[src/rtl/seq_generator_param_if.sv]
// Output stream of the recurrence generator: one term per transfer, tagged
// with its index. A transfer happens on a rising edge where out_valid and
// out_ready are both high.
//   out_valid : producer holds a term
//   out_ready : consumer accepts the term
//   out_data  : term value
//   out_index : index of the term, starting at 0
interface seq_generator_param_if #(
  parameter int unsigned WIDTH = 8,
  parameter int unsigned IDX_W = 8
);
  logic             out_valid;
  logic             out_ready;
  logic [WIDTH-1:0] out_data;
  logic [IDX_W-1:0] out_index;

  modport master (output out_valid, output out_data, output out_index, input out_ready);
  modport slave  (input out_valid, input out_data, input out_index, output out_ready);
endinterface

[src/rtl/seq_generator_param.sv]
// Two-term recurrence generator: term(n) = term(n-1) + term(n-2) with
// programmable seeds (0,1 -> Fibonacci; 2,1 -> Lucas), emitted on a
// back-pressurable valid/ready stream.
//   clk, rst            : clock, asynchronous active-high reset
//   start, abort        : begin a run (IDLE/DONE only) / end it, back to IDLE
//   seed0, seed1        : first two terms, sampled on an accepted start
//   num_terms           : terms to emit, 0 = unlimited, sampled on start
//   wrap_mode           : 0 = stop at last representable term, 1 = wrap
//   st (master)         : out_valid/out_ready/out_data/out_index stream
//   overflow            : sticky, a computed term exceeded 2^WIDTH-1 this run
//   done, busy          : DONE state / RUN state
module seq_generator_param #(
  parameter int unsigned WIDTH = 8,
  parameter int unsigned IDX_W = 8
) (
  input  logic                  clk,
  input  logic                  rst,
  input  logic                  start,
  input  logic                  abort,
  input  logic [WIDTH-1:0]      seed0,
  input  logic [WIDTH-1:0]      seed1,
  input  logic [IDX_W-1:0]      num_terms,
  input  logic                  wrap_mode,
  seq_generator_param_if.master st,
  output logic                  overflow,
  output logic                  done,
  output logic                  busy
);

  typedef enum logic [1:0] {IDLE, RUN, DONE} state_t;

  state_t           state;
  logic [WIDTH-1:0] a;          // current term
  logic [WIDTH-1:0] b;          // next term
  logic [IDX_W-1:0] idx;        // index of a
  logic             b_bad;      // b is a truncated (overflowed) value
  logic [IDX_W-1:0] nterms_q;
  logic             wrap_q;

  logic [WIDTH:0]   sum_c;
  logic             xfer_c;
  logic             last_c;

  assign sum_c  = {1'b0, a} + {1'b0, b};
  assign xfer_c = st.out_valid && st.out_ready;
  assign last_c = (nterms_q != '0) && (idx == nterms_q - IDX_W'(1));

  // Run control, term recurrence and registered stream/status outputs.
  // out_data/out_index are kept apart from a/idx so they can hold the last
  // emitted term in DONE while a/idx have already advanced.
  always_ff @(posedge clk or posedge rst) begin
    if (rst) begin
      state        <= IDLE;
      a            <= '0;
      b            <= '0;
      idx          <= '0;
      b_bad        <= 1'b0;
      nterms_q     <= '0;
      wrap_q       <= 1'b0;
      st.out_valid <= 1'b0;
      st.out_data  <= '0;
      st.out_index <= '0;
      overflow     <= 1'b0;
      done         <= 1'b0;
      busy         <= 1'b0;
    end else begin
      case (state)
        IDLE, DONE: begin
          if (abort) begin
            state <= IDLE;
            done  <= 1'b0;
          end else if (start) begin
            state        <= RUN;
            a            <= seed0;
            b            <= seed1;
            idx          <= '0;
            b_bad        <= 1'b0;
            nterms_q     <= num_terms;
            wrap_q       <= wrap_mode;
            overflow     <= 1'b0;
            done         <= 1'b0;
            busy         <= 1'b1;
            st.out_valid <= 1'b1;
            st.out_data  <= seed0;
            st.out_index <= '0;
          end
        end

        RUN: begin
          // A transfer always advances the recurrence, even when aborted.
          if (xfer_c) begin
            a   <= b;
            b   <= sum_c[WIDTH-1:0];
            idx <= idx + IDX_W'(1);
            if (sum_c[WIDTH]) begin
              overflow <= 1'b1;
              b_bad    <= 1'b1;
            end
          end

          if (abort) begin
            state        <= IDLE;
            st.out_valid <= 1'b0;
            busy         <= 1'b0;
          end else if (xfer_c) begin
            // Stop on the term limit, or before emitting a truncated term.
            if (last_c || (!wrap_q && b_bad)) begin
              state        <= DONE;
              st.out_valid <= 1'b0;
              busy         <= 1'b0;
              done         <= 1'b1;
            end else begin
              st.out_data  <= b;
              st.out_index <= idx + IDX_W'(1);
            end
          end
        end

        default: begin
          state        <= IDLE;
          st.out_valid <= 1'b0;
          busy         <= 1'b0;
          done         <= 1'b0;
        end
      endcase
    end
  end

endmodule
[src/flat_wrapper.sv]
// flat-port wrapper written by rule: the top's interface ports become plain ports
module seq_generator_param_flat 
#(
  parameter int unsigned WIDTH = 8,
  parameter int unsigned IDX_W = 8
)
  (clk, rst, start, abort, seed0, seed1, num_terms, wrap_mode, overflow, done, busy, st_out_valid, st_out_data, st_out_index, st_out_ready);
  seq_generator_param_if #(.WIDTH(WIDTH), .IDX_W(IDX_W)) st_i ();
  input  logic clk;
  input  logic rst;
  input  logic start;
  input  logic abort;
  input  logic [WIDTH-1:0] seed0;
  input  logic [WIDTH-1:0] seed1;
  input  logic [IDX_W-1:0] num_terms;
  input  logic wrap_mode;
  output logic overflow;
  output logic done;
  output logic busy;
  output wire logic [$bits(st_i.out_valid)-1:0] st_out_valid;
  output wire logic [$bits(st_i.out_data)-1:0] st_out_data;
  output wire logic [$bits(st_i.out_index)-1:0] st_out_index;
  input wire logic [$bits(st_i.out_ready)-1:0] st_out_ready;
  assign st_out_valid = st_i.out_valid;
  assign st_out_data = st_i.out_data;
  assign st_out_index = st_i.out_index;
  assign st_i.out_ready = st_out_ready;
  seq_generator_param #(.WIDTH(WIDTH), .IDX_W(IDX_W)) u_core (.clk(clk), .rst(rst), .start(start), .abort(abort), .seed0(seed0), .seed1(seed1), .num_terms(num_terms), .wrap_mode(wrap_mode), .st(st_i), .overflow(overflow), .done(done), .busy(busy));
endmodule
[config.mk]
export PLATFORM = sky130hd
export DESIGN_NAME = seq_generator_param_flat
export DESIGN_NICKNAME = d
export VERILOG_FILES = /design/src/rtl/seq_generator_param_if.sv /design/src/rtl/seq_generator_param.sv /design/src/flat_wrapper.sv
export SDC_FILE = /design/constraint.sdc
export NUM_CORES = 1
export LEC_CHECK = 0
export CORE_ASPECT_RATIO = 1.25
export CORE_MARGIN = 1.5
export CORE_UTILIZATION = 48
export DETAILED_ROUTE_END_ITERATION = 6
export PLACE_DENSITY = 0.8
export SLEW_MARGIN = 25
export SYNTH_ARGS = -nofsm -noshare
export SYNTH_HDL_FRONTEND = slang
export SYNTH_SLANG_ARGS = --single-unit
[constraint.sdc]
create_clock -name clk -period 2.5 [get_ports clk]
set_input_delay 0.25 -clock clk [delete_from_list [all_inputs] [get_ports clk]]
set_output_delay 0.25 -clock clk [all_outputs]
set_load 0.02 [all_outputs]
; ---- Word level (Yosys, flattened, before mapping)
; Cells that the tools add are included.
[totals]
input_bits = 30
output_inout_bits = 20
register_bits = 54
[op_classes]
n_eq_ne = 13
n_mux = 42
addsub = 3
bitwise_logic = 1
n_reduce_logical = 16
[op_table]
columns = op, n
row1 = 2-to-1 mux 8 bit, 15
row2 = one-hot mux 8 bit (2 select lines), 5
row3 = 2-to-1 mux 1 bit, 13
row4 = AND reduction 4 bit, 3
row5 = 2-to-1 mux 2 bit, 5
row6 = adder 8 x 8 -> 9 bit, 1
row7 = adder 8 x 1 -> 8 bit (second input constant), 1
row8 = == test 8 bit, 1
row9 = != test 2 bit (second input constant), 4
row10 = nonzero test 8 bit, 1
row11 = subtractor 8 x 1 -> 8 bit (second input constant), 1
row12 = != test 2 x 1 -> 1 bit (second input constant), 3
row13 = != test 3 x 2 -> 1 bit (second input constant), 2
row14 = one-hot mux 1 bit (2 select lines), 3
row15 = AND reduction 3 bit, 2
row16 = AND reduction 6 bit, 1
row17 = AND reduction 5 bit, 1
row18 = one-hot mux 2 bit (2 select lines), 1
row19 = logical AND 1 bit, 3
row20 = != test 3 bit (second input constant), 1
row21 = == test 2 x 1 -> 1 bit (second input constant), 1
row22 = == test 2 bit (second input constant), 1
row23 = logical NOT 2 bit, 1
row24 = nonzero test 2 bit, 1
row25 = other kinds (4), 4

; ---- Logic depth before layout (Yosys ltp)
[logic_depth]
depth_word = 8
ltp_mapped = 10

; ---- Worst setup path before layout
; Ideal clock, no wire load.
[synth_path]
path_type = register to register
from = register u_core.nterms_q[0]
to = register u_core.state[0]
period_less_slack_ns = 2.512
arrival_time_ns = 2.378
path_buffers = 0
setup_slack_ns = -0.012
setup_ns = 0.134
stages_incl_launch_ff = 10
path_cell_list = dfrtp_1 -> inv_1 -> ha_1 -> or4b_4 -> nor3_1 -> o2111ai_1 -> a2111o_1 -> o21ai_0 -> a311o_1 -> nand2_1
[synth_between]
elab_chain_cells = 6
elab_cells_between_ends = 7
classes_between = add/sub: 1 / eq/ne: 2 / reduce/logical: 4
[synth_rtl]
columns = element, line_no
row1 = start: declaration, seq_generator_param.sv:37  ; logic [IDX_W-1:0] nterms_q;
row2 = start signal: assignment, seq_generator_param.sv:78  ; nterms_q <= num_terms;
row3 = subtractor 8 x 1 -> 8 bit, seq_generator_param.sv:46  ; assign last_c = (nterms_q != '0) && (idx == nterms_q - IDX_W'(1));
row4 = == test 8 bit, seq_generator_param.sv:46
row5 = logical AND 1 bit *, seq_generator_param.sv:46
row6 = logical OR 1 bit *, seq_generator_param.sv:107  ; if (last_c || (!wrap_q && b_bad)) begin
row7 = != test 3 x 2 -> 1 bit (no line) *, n/a
row8 = AND reduction 3 bit (no line) *, n/a
row9 = end signal: assignment, seq_generator_param.sv:53  ; state <= IDLE;
row10 = end signal: assignment, seq_generator_param.sv:108  ; state <= DONE;
row11 = end signal: assignment, seq_generator_param.sv:120  ; state <= IDLE;
row12 = end: declaration, seq_generator_param.sv:32  ; state_t state;
; Every way passes the cells marked *; elsewhere a longest branch is shown, timed or not.
; A chain may end at the register's enable or synchronous reset.

; ---- Worst setup path after layout
[layout_path]
from = register u_core.nterms_q[0]
to = register u_core.st.out_data[2]
[layout_between]
elab_chain_cells = 6
elab_cells_between_ends = 7
classes_between = add/sub: 1 / eq/ne: 2 / reduce/logical: 4
[layout_rtl]
columns = element, line_no
row1 = subtractor 8 x 1 -> 8 bit, seq_generator_param.sv:46
row2 = == test 8 bit, seq_generator_param.sv:46
row3 = logical AND 1 bit *, seq_generator_param.sv:46
row4 = logical OR 1 bit *, seq_generator_param.sv:107
row5 = != test 2 bit (no line) *, n/a
row6 = AND reduction 6 bit (no line) *, n/a
row7 = end signal: assignment, seq_generator_param.sv:61  ; st.out_data <= '0;
row8 = end signal: assignment, seq_generator_param.sv:84  ; st.out_data <= seed0;
row9 = end signal: assignment, seq_generator_param.sv:113  ; st.out_data <= b;
row10 = end: declaration, seq_generator_param_if.sv:17  ; modport master (output out_valid, output out_data, output out_index, input out_ready);
; Marks and branches as above.

==> flow_summary_export.csv <==
group,metric,value,unit
sta,hold_viol,0,
floorplanning,die_area,6758,µm²
final_layout,layout-drive-gt1-share,14.91,%
floorplanning,core-area,6126,µm²
global_route,grt_pass1_vias,2725,
yosys,synth_cells,344,
sta,fin_crit,2.534,ns
clocking,h-tree-depth,2,
sta,setup_viol,9,
final_layout,stdcell_count,494,
sta,fin_crit_sh,101.4,%
floorplanning,ios,50,
sta,hold-worst-slack,0.2748,ns
global_route,grt_max_degree,34,
setup_path,r2r_cells,8,
final_layout,fillers,514,
setup_path,crit_required,2.73,ns
min_path,hp-class,"input pin to asynchronous set/reset pin",
job,drv_cap,0,
clocking,worstSkewPairLatency,0.32,ns
sta,fin_skew,0.009360,ns
clocking,cts_buffer_depth,2,
place,place_congestion,0.8687,
status,violations,"setup timing",
routing,drc,0,
yosys,synth_warnings,0,
yosys,synthFlopType,"dfrtp_1",
routing,vias,2666,
global_route,grt_pass1_wl,12300,µm
yosys,synth.avg_cell_area,8.751,µm²
setup_path,r2r_start,"u_core.nterms_q[0]$_DFFE_PP0P_",
sta,max_freq,0.3946,GHz
floorplanning,rows,32,
final_layout,final_common_cell,"nand2_1",
clocking,path_clk_slew,0.10,ns
final_layout,layout_common_cells,"62 x nand2_1, 53 x dfrtp_1, 49 x nor2_1, 49 x clkdlybuf4s50_1, 27 x o21ai_0",
place,port_buffers,49,
setup_path,rrSetupSlack,-0.03,ns
clocking,cts_tree,"done",
place,place_hpwl,5135,µm
setup_path,r2r-end,"u_core.st.out_data[2]$_DFFE_PP0P_",
yosys,ys_ff_latch,54,
floorplanning,die_w,73.83,µm
yosys,async_flop_share,100.0,%
sta,rsz0062_at_grt,"true",
clocking,root_buffer,"clkbuf_8",
yosys,yosysSeqAreaShare,44.89,%
pwr,finalPower,3.471,mW
pwr,ir_drop,0.6937,mV
setup_path,cp-start-kind,"flop",
sta,setup_tns,-0.08879,ns
routing,first_pass_iters,5,
status,status,"finished with violations",
final_layout,final_nets,449,
pwr,p_per_area,885.9,nW/µm²
final_layout,stdcell_area,3918,µm²
clocking,numClockSinks,54,
setup_path,crit_path_end_kind,"flop",
yosys,mappedNetlistArea,3010,µm²
yosys,synth_cell_types,44,
setup_path,critPathArrivalTime,2.76,ns
routing,drtIter0Drc,137,
sta,slew_violations,0,
global_route,grt.overflow.total,0,
routing,routed_via_density,5.397,
pwr,power.leakage,1.753,nW
sta,worst_pin_slew,0.7131,ns
floorplanning,start_util,49.14,%
routing,drt_wl_total,7237,µm
floorplanning,die_h,91.54,µm
sta,setup_ws,-0.03396,ns
place,post_dp_cell_area,3704,µm²
setup_path,cp_max_fo,8,
place,dp.cells,481,
routing,avgRoutedWirePerCell,14.65,µm
yosys,synth_edf_count,0,
setup_path,path_class,"flop to flop",
final_layout,syn_to_final_growth,30.13,%
clocking,cts_hold_buf,0,
global_route,antenna_found_initial,0,
final_layout,n_antenna_cell,0,
final_layout,multi_input_area,1598,µm²
sta,slew_headroom,52.46,%
clocking,cts_made_buffers,5,
global_route,grt_use_total,23.41,%
final_layout,regArea,1353,µm²
yosys,synth_nets,385,
routing,ant_nets,0,
synthesized netlist by cell type (2+ instances only):
master | n | area share, %
nand2_1 | 62 | 7.7
dfrtp_1 | 54 | 45
nor2_1 | 50 | 6.2
o21ai_0 | 28 | 4.7
clkbuf_1 | 14 | 1.7
inv_1 | 12 | 1.5
a31oi_1 | 11 | 2.3
ha_1 | 10 | 4.2
nor3_1 | 10 | 1.7
a21oi_1 | 9 | 1.5
xor2_1 | 9 | 2.6
a211oi_2 | 8 | 3.3
a22o_1 | 7 | 2.0
xnor2_1 | 7 | 2.0
nand3_1 | 6 | 1.0
o2bb2ai_1 | 4 | 1.2
a211oi_1 | 3 | 0.75
and3_1 | 3 | 0.62
buf_4 | 3 | 0.75
nand2b_1 | 3 | 0.62
nor2b_1 | 3 | 0.62
a21boi_0 | 2 | 0.50
and2_1 | 2 | 0.42
buf_2 | 2 | 0.33
o21a_1 | 2 | 0.50
or3_1 | 2 | 0.42
report_power, final:
part | total [mW] | internal (mW) | leakage (nW) | switching, mW
combinational | 1.62 | 0.775 | 1.04 | 0.848
clock | 0.522 | 0.223 | 0.0472 | 0.298
sequential | 1.33 | 1.10 | 0.668 | 0.222
metal layers:
layer  global-route usage [%]  wire, µm  vias to the layer above
li1                         -         -                     1302
met1                    28.52      3024                     1284
met2                    39.94      3746                       65
met3                    4.218       296                       15
met4                    9.414       170                        0
met5                        0         0                        -
area by class of cell:
class,instances,area share [%]
inverter,12,1.150
clock buffer,6,2.108
tap,85,2.715
timing repair buffer,77,18.40
clock inverter,2,0.3194
sequential,54,34.53
multi-input combinational,258,40.79
worst max path at each step:
stage	start	to	slack, ns	cells past startpoint
floorplan	u_core.nterms_q[0]$_DFFE_PP0P_	u_core.state[0]$_DFFE_PP0P_	-0.01	9
global placement	u_core.nterms_q[0]$_DFFE_PP0P_	u_core.st.out_data[0]$_DFFE_PP0P_	-0.08	10
detailed placement	u_core.nterms_q[0]$_DFFE_PP0P_	u_core.st.out_data[2]$_DFFE_PP0P_	-0.18	10
CTS	u_core.nterms_q[2]$_DFFE_PP0P_	u_core.st.out_data[2]$_DFFE_PP0P_	-0.001	8
global route	u_core.nterms_q[2]$_DFFE_PP0P_	u_core.st.out_data[5]$_DFFE_PP0P_	-0.15	8
finish	u_core.nterms_q[0]$_DFFE_PP0P_	u_core.st.out_data[2]$_DFFE_PP0P_	-0.03	8
flip-flops by register name, summed over array words and instances (netlist names):
register / cells
u_core.a: 8
u_core.b: 8
u_core.done: 1
u_core.idx: 8
u_core.nterms_q: 8
u_core.overflow: 1
u_core.st.out_data: 8
u_core.st.out_index: 8
u_core.st.out_valid: 1
u_core.state: 2
u_core.wrap_q: 1
cells by family (layout without fill, tap and decap cells):
kind of cell	count (synthesis)	after routing	share of synthesized area, %
flip-flops	54	54	44.89
adder cells (fa/ha/maj)	11	11	4.821
AND/OR/NAND/NOR	148	148	21.36
XOR/XNOR	16	16	4.655
AO/OA/AOI/OAI	83	83	19.83
buffers and inverters	32	97	4.447
critical path, stage by stage (launching register included):
cell and delay (ns):
dfrtp_1 0.42, or4_4 0.58, nor4_4 0.29, nor3_2 0.07
a2111o_1 0.40, o211ai_4 0.25, buf_6 0.19, nor2_1 0.06
a211oi_2 0.20
metrics by stage:
| step | setup WS (ns) | utilization (%) |
|---|---|---|
| final | -0.03396 | 63.95 |
| after global routing | -0.1476 | 63.95 |
| after floorplan | -0.01197 | - |
| after CTS | -0.001289 | 63.28 |
| after global placement | -0.07699 | 60.46 |
| after detailed placement | -0.1833 | 60.46 |
timing repair:
item	CTS	global route
gates cloned	1	0
endpoints found under the setup margin	17	19
gates resized for setup	14	8
buffers inserted	3	1
pin swaps	7	3
Power figures use the tool's default switching activity.
